## config.mk

```make
export PLATFORM = sky130hd
export DESIGN_NAME = matrix_scanner
export DESIGN_NICKNAME = d
export VERILOG_FILES = /design/src/rtl/matrix_scanner.sv
export SDC_FILE = /design/constraint.sdc
export NUM_CORES = 1
export LEC_CHECK = 0
export BUFFER_PORTS_ARGS = -buffer_cell sky130_fd_sc_hd__buf_2
export CORE_MARGIN = 10
export CORE_UTILIZATION = 35
export CTS_BUF_LIST = sky130_fd_sc_hd__clkbuf_4 sky130_fd_sc_hd__clkbuf_8
export DETAILED_ROUTE_END_ITERATION = 8
export SETUP_SLACK_MARGIN = 0.4
export SYNTH_ARGS = -nofsm -noshare
export SYNTH_HDL_FRONTEND = slang
export SYNTH_SLANG_ARGS = --single-unit
```

## constraint.sdc

```tcl
create_clock -name clk -period 2.9 [get_ports clk]
set_input_delay 0.435 -clock clk [delete_from_list [all_inputs] [get_ports clk]]
set_output_delay 0.435 -clock clk [all_outputs]
set_load 0.01 [all_outputs]
```

## src/rtl/matrix_scanner.sv

```systemverilog
// rtl/matrix_scanner.sv - 16x16 row-scanned seven-segment glyph display with blink and scroll
// Glyph/mode requests are latched and only take effect at a frame boundary.
module matrix_scanner #(
  parameter int SCAN_DIV   = 4,
  parameter int BLINK_DIV  = 32,
  parameter int SCROLL_DIV = 8
) (
  input  logic        clk,
  input  logic        rst,
  input  logic [3:0]  glyph_sel,
  input  logic [1:0]  mode,
  input  logic        load,
  output logic [3:0]  row_bin,
  output logic [15:0] col,
  output logic        pending,
  output logic        frame_start
);

  localparam logic [15:0] PRESC_LAST  = 16'(SCAN_DIV - 1);
  localparam logic [7:0]  BLINK_LAST  = 8'(BLINK_DIV - 1);
  localparam logic [7:0]  SCROLL_LAST = 8'(SCROLL_DIV - 1);
  localparam logic [1:0]  MODE_BLINK  = 2'd1;
  localparam logic [1:0]  MODE_SCROLL = 2'd2;
  localparam logic [15:0] BAR         = 16'h0FF0;
  localparam logic [15:0] LEFT_BIT    = 16'h0800;
  localparam logic [15:0] RIGHT_BIT   = 16'h0010;

  logic [15:0] presc_q, presc_d;
  logic [3:0]  row_q, row_d;
  logic        fs_q, fs_d;
  logic        pend_q, pend_d;
  logic [3:0]  pend_glyph_q, pend_glyph_d;
  logic [1:0]  pend_mode_q, pend_mode_d;
  logic [3:0]  glyph_q, glyph_d;
  logic [1:0]  mode_q, mode_d;
  logic [7:0]  blink_cnt_q, blink_cnt_d;
  logic [7:0]  scroll_cnt_q, scroll_cnt_d;
  logic        phase_q, phase_d;
  logic [3:0]  offset_q, offset_d;

  logic        tick;
  logic        boundary;
  logic        apply;

  assign tick     = (presc_q == PRESC_LAST);
  assign boundary = tick && (row_q == 4'd15);
  assign apply    = boundary && (pend_q || load);

  always_comb begin
    presc_d      = tick ? 16'd0 : presc_q + 16'd1;
    row_d        = tick ? row_q + 4'd1 : row_q;
    fs_d         = boundary;
    pend_d       = pend_q;
    pend_glyph_d = pend_glyph_q;
    pend_mode_d  = pend_mode_q;
    glyph_d      = glyph_q;
    mode_d       = mode_q;
    blink_cnt_d  = blink_cnt_q;
    scroll_cnt_d = scroll_cnt_q;
    phase_d      = phase_q;
    offset_d     = offset_q;

    if (load && !boundary) begin
      pend_d       = 1'b1;
      pend_glyph_d = glyph_sel;
      pend_mode_d  = mode;
    end

    if (boundary) begin
      pend_d = 1'b0;
      if (apply) begin
        // A load arriving in the boundary cycle is newer than anything pending.
        glyph_d      = load ? glyph_sel : pend_glyph_q;
        mode_d       = load ? mode : pend_mode_q;
        blink_cnt_d  = 8'd0;
        scroll_cnt_d = 8'd0;
        phase_d      = 1'b0;
        offset_d     = 4'd0;
      end else begin
        if (blink_cnt_q == BLINK_LAST) begin
          blink_cnt_d = 8'd0;
          phase_d     = ~phase_q;
        end else begin
          blink_cnt_d = blink_cnt_q + 8'd1;
        end
        if (scroll_cnt_q == SCROLL_LAST) begin
          scroll_cnt_d = 8'd0;
          offset_d     = offset_q + 4'd1;
        end else begin
          scroll_cnt_d = scroll_cnt_q + 8'd1;
        end
      end
    end
  end

  always_ff @(posedge clk or posedge rst) begin
    if (rst) begin
      presc_q      <= 16'd0;
      row_q        <= 4'd0;
      fs_q         <= 1'b0;
      pend_q       <= 1'b0;
      pend_glyph_q <= 4'd0;
      pend_mode_q  <= 2'd0;
      glyph_q      <= 4'd15;
      mode_q       <= 2'd0;
      blink_cnt_q  <= 8'd0;
      scroll_cnt_q <= 8'd0;
      phase_q      <= 1'b0;
      offset_q     <= 4'd0;
    end else begin
      presc_q      <= presc_d;
      row_q        <= row_d;
      fs_q         <= fs_d;
      pend_q       <= pend_d;
      pend_glyph_q <= pend_glyph_d;
      pend_mode_q  <= pend_mode_d;
      glyph_q      <= glyph_d;
      mode_q       <= mode_d;
      blink_cnt_q  <= blink_cnt_d;
      scroll_cnt_q <= scroll_cnt_d;
      phase_q      <= phase_d;
      offset_q     <= offset_d;
    end
  end

  // Segment set as {a,b,c,d,e,f,g}; codes above 9 are blank.
  function automatic logic [6:0] segs_of(input logic [3:0] code);
    case (code)
      4'd0:    segs_of = 7'b1111110;
      4'd1:    segs_of = 7'b0110000;
      4'd2:    segs_of = 7'b1101101;
      4'd3:    segs_of = 7'b1111001;
      4'd4:    segs_of = 7'b0110011;
      4'd5:    segs_of = 7'b1011011;
      4'd6:    segs_of = 7'b1011111;
      4'd7:    segs_of = 7'b1110000;
      4'd8:    segs_of = 7'b1111111;
      4'd9:    segs_of = 7'b1111011;
      default: segs_of = 7'b0000000;
    endcase
  endfunction

  logic [6:0]  seg;
  logic [15:0] base_row;
  logic [31:0] rot_wide;

  always_comb begin
    seg      = segs_of(glyph_q);
    base_row = 16'h0000;
    if (row_q >= 4'd1 && row_q <= 4'd7) begin
      if (seg[1]) base_row = base_row | LEFT_BIT;   // f
      if (seg[5]) base_row = base_row | RIGHT_BIT;  // b
    end
    if (row_q >= 4'd7 && row_q <= 4'd13) begin
      if (seg[2]) base_row = base_row | LEFT_BIT;   // e
      if (seg[4]) base_row = base_row | RIGHT_BIT;  // c
    end
    if (row_q == 4'd1  && seg[6]) base_row = base_row | BAR;
    if (row_q == 4'd7  && seg[0]) base_row = base_row | BAR;
    if (row_q == 4'd13 && seg[3]) base_row = base_row | BAR;

    // Upper half of the doubled word is the left rotation.
    rot_wide = {base_row, base_row} << offset_q;

    case (mode_q)
      MODE_BLINK:  col = phase_q ? 16'h0000 : base_row;
      MODE_SCROLL: col = rot_wide[31:16];
      default:     col = base_row;
    endcase
  end

  assign row_bin     = row_q;
  assign pending     = pend_q;
  assign frame_start = fs_q;

endmodule

```

==> summary.md <==
| Metric | Value |
|---|---|
| Status | finished, violations left |
| Failing checks | setup timing |
| Max Freq | 341 MHz |
| Fin crit share | 101% |
| Total Wirelength | 7860 µm |
| Syn_nets | 384 |
| Slew @ Worst Pin | 690 ps |
| TritonCTS clock tree | built |
| Core area | 0.00924 mm² |
| Commonest cells in the netlist | dfrtp_1 (51), nor2_1 (40), nand3_1 (24) |
| Clk buf depth | 2 |
| Crit path launch type | flip-flop |
| Asr flop ratio synth | 100% |
| Post-DR wirelength/cell | 15.0 µm |
| Final setup margin | -29.4 ps |
| EDFF count, synth | 0 |
| Hold WS | 314 ps |
| Final hold violations | 0 |
| Critical Path RT | 2470 ps |
| Worst hold-check path type | in2async |
| RSZ-0062 raised after global routing | true |
| Fin. max-slew vios | 0 |
| Flop2flop setup slack | 520 ps |
| Max_cap viols | 0 |
| Num CTS Buffers | 5 |
| Die Area | 0.0138 mm² |
| Total grt overflow | 0 |
| Die Span Y | 118 µm |
| Static Leak | 1.78 nW |
| Top_reg_cell synth | dfrtp_1 |
| Seq/Total Area, Yosys | 41.4% |
| Max IR drop VDD | 0.181 mV |
| DP HPWL | 5200 µm |
| Share of the synthesized area in the top cell type | 38.3% |
| Reg clk slew, reported paths | 100 ps |
| CP top delay family | compound AO/OA/AOI/OAI gates |
| Final ANT Viol Nets | 0 |
| First-pass GRT wire length | 12700 µm |
| Setup violators final | 6 |
| P per Cell Area | 350 mW/mm² |
| Share of layout cells above drive strength 1 | 27.7% |
| Area delta synth->final | 19.9% |
| Setup CP Type | reg2out |
| Chip Width | 118 µm |
| Setup TNS | -78.0 ps |
| Final nets | 416 |
| IO Count | 31 |
| Residual DRC | 0 |
| Placed Area | 0.00356 mm² |
| Cells after Synth | 361 |
| Slew margin rel. | 54.0% |
| Worst reg2reg path depth | 6 |
| Starting Density | 36.1% |
| Worst slack, placed | 91.2 ps |
| Crit path DAT | 2490 ps |
| CTS root buffer | clkbuf_8 |
| CP Capture Type | output port |
| Cell Rows | 35 |
| H-Tree Depth | 2 |
| Yosys reg bits | 55 |
| DRT Pass-1 Iters | 4 |
| CP Buf/Inv Count | 2 |
| WP depth | 9 |
| Yosys top cell by area | dfrtp_1 |
| Area contributors post-synth | dfrtp_1 (38%), xnor2_1 (5.5%), ha_1 (5.3%) |
| Yosys Warn Count | 0 |
| Vias per cell | 5.18 |
| Most frequent cell after synthesis | dfrtp_1 |
| Clk sink count | 55 |
| Gr usage total | 10.6% |
| Skew-Pair Late Insertion Delay | 300 ps |
| Synth cell types | 58 |
| Highest net fanout along the worst path | 13 |
| Largest net degree at the start of global routing | 56 |
| Initial antenna violation count | 0 |
| Tmin final | 2930 ps |
| N_diodes | 0 |
| Final setup skew | 6.81 ps |
| Synthesized area | 0.00334 mm² |
| Final Instance Area | 0.00400 mm² |
| Initial DRC Count | 200 |
| CP Cell Sequence | inv_2 > ha_2 > mux2i_1 > nor2_2 > o31ai_4 > a31o_4 > a21oi_2 > o32ai_1 > buf_2 |
| IO Port Bufs | 30 |
| GP Congestion | 0.865 |
| Slowest cell delay on critical path | 560 ps |
| DR vias | 2707 |
| Mean Syn Cell Area | 9.24 µm² |
| Vias in the first global route | 2639 |
| Crit path max-delay cell type | dfstp_2 |
-- cell usage in the layout (no fill, tap or decap), types with 3 or more instances in the layout --
cell	instances
a21oi_1	14
a31o_4	3
and3_1	9
buf_2	28
buf_4	13
clkbuf_8	5
clkinv_2	3
dfrtp_1	50
dfstp_2	4
ha_1	11
inv_1	12
inv_2	4
mux2_2	6
mux2i_1	8
nand2_1	22
nand3_1	24
nand4_1	5
nor2_1	38
nor2b_1	4
nor3_1	8
nor4_2	3
o211a_1	3
o211ai_1	3
o21ai_0	13
o21ai_1	3
o22ai_1	8
xnor2_1	21
xor2_1	11
-- state kept, by name, indices dropped and copies added (netlist names) --
register and count:
glyph_q 4, row_bin 4, phase_q 1, frame_start 1, offset_q 4, scroll_cnt_q 8, pending 1, pend_mode_q 2
blink_cnt_q 8, pend_glyph_q 4, presc_q 16, mode_q 2
-- kinds of logic (layout without fill, tap and decap cells) --
family          count (synthesis)  count (layout)  share of synthesized area (%)
fa+ha+maj                      14              14                           5.25
buf+inv                        37              68                           5.59
flops                          55              55                           41.4
mux                            15              15                           4.76
compound gates                 73              75                           14.1
simple gates                  135             135                           20.5
xor+xnor                       32              32                           8.40
-- report_power, final --
part | total [mW] | internal (mW) | leakage (nW) | switching (mW)
logic | 0.191 | 0.0818 | 1.04 | 0.109
clock network | 0.408 | 0.166 | 0.0477 | 0.242
registers | 0.803 | 0.784 | 0.696 | 0.0184
total | 1.40 | 1.03 | 1.78 | 0.369
-- through the flow --
step | cells | util [%] | power (mW)
after floorplan | 361 | - | 0.919
after global placement | 504 | 38.6 | 0.958
after detailed placement | 504 | 38.6 | 0.961
after CTS | 519 | 41.8 | 1.40
after global routing | 523 | 43.3 | 1.47
final | 523 | 43.3 | 1.40
-- worst min-delay path, stage by stage --
cell	delay, ps
buf_2	100
inv_2	30
buf_4	550
-- worst paths after layout --
check	end	start
min	pend_mode_q[0]$_DFFE_PP0P_	rst
max	col[6]	glyph_q[1]$_DFFE_PP1P_
min in group clk	pend_mode_q[1]$_DFFE_PP0P_	mode[1]
max reg2reg	pend_glyph_q[3]$_DFFE_PP0P_	presc_q[0]$_DFF_PP0_
min reg2reg	presc_q[15]$_DFF_PP0_	presc_q[15]$_DFF_PP0_
max in group asynchronous	row_bin[0]$_DFFE_PP0N_	rst
-- area by class of cell --
| class | count | area, µm² |
|---|---|---|
| Sequential cell | 55 | 1380 |
| Clock inverter | 3 | 15.0 |
| Tap cell | 129 | 161 |
| Timing Repair Buffer | 43 | 260 |
| Clock buffer | 5 | 68.8 |
| Fill cell | 898 | 5240 |
| Multi-Input combinational cell | 271 | 2040 |
| Inverter | 17 | 66.3 |
-- metal layers --
metal  wire [µm]  track usage (%)
met1        3550             12.8
met5           0                0
met2        3820             17.6
met3         423             3.07
met4          64             3.32
-- repair_timing --
item | CTS | global route
hold buffers | 0 | 0
pin swaps | 12 | 10
gates cloned | 2 | 0
resized for setup | 28 | 19
endpoints found under the setup margin | 22 | 19
buffers inserted | 5 | 4
endpoints found under the hold margin | 0 | 0
(Power assumes the default switching activity.)
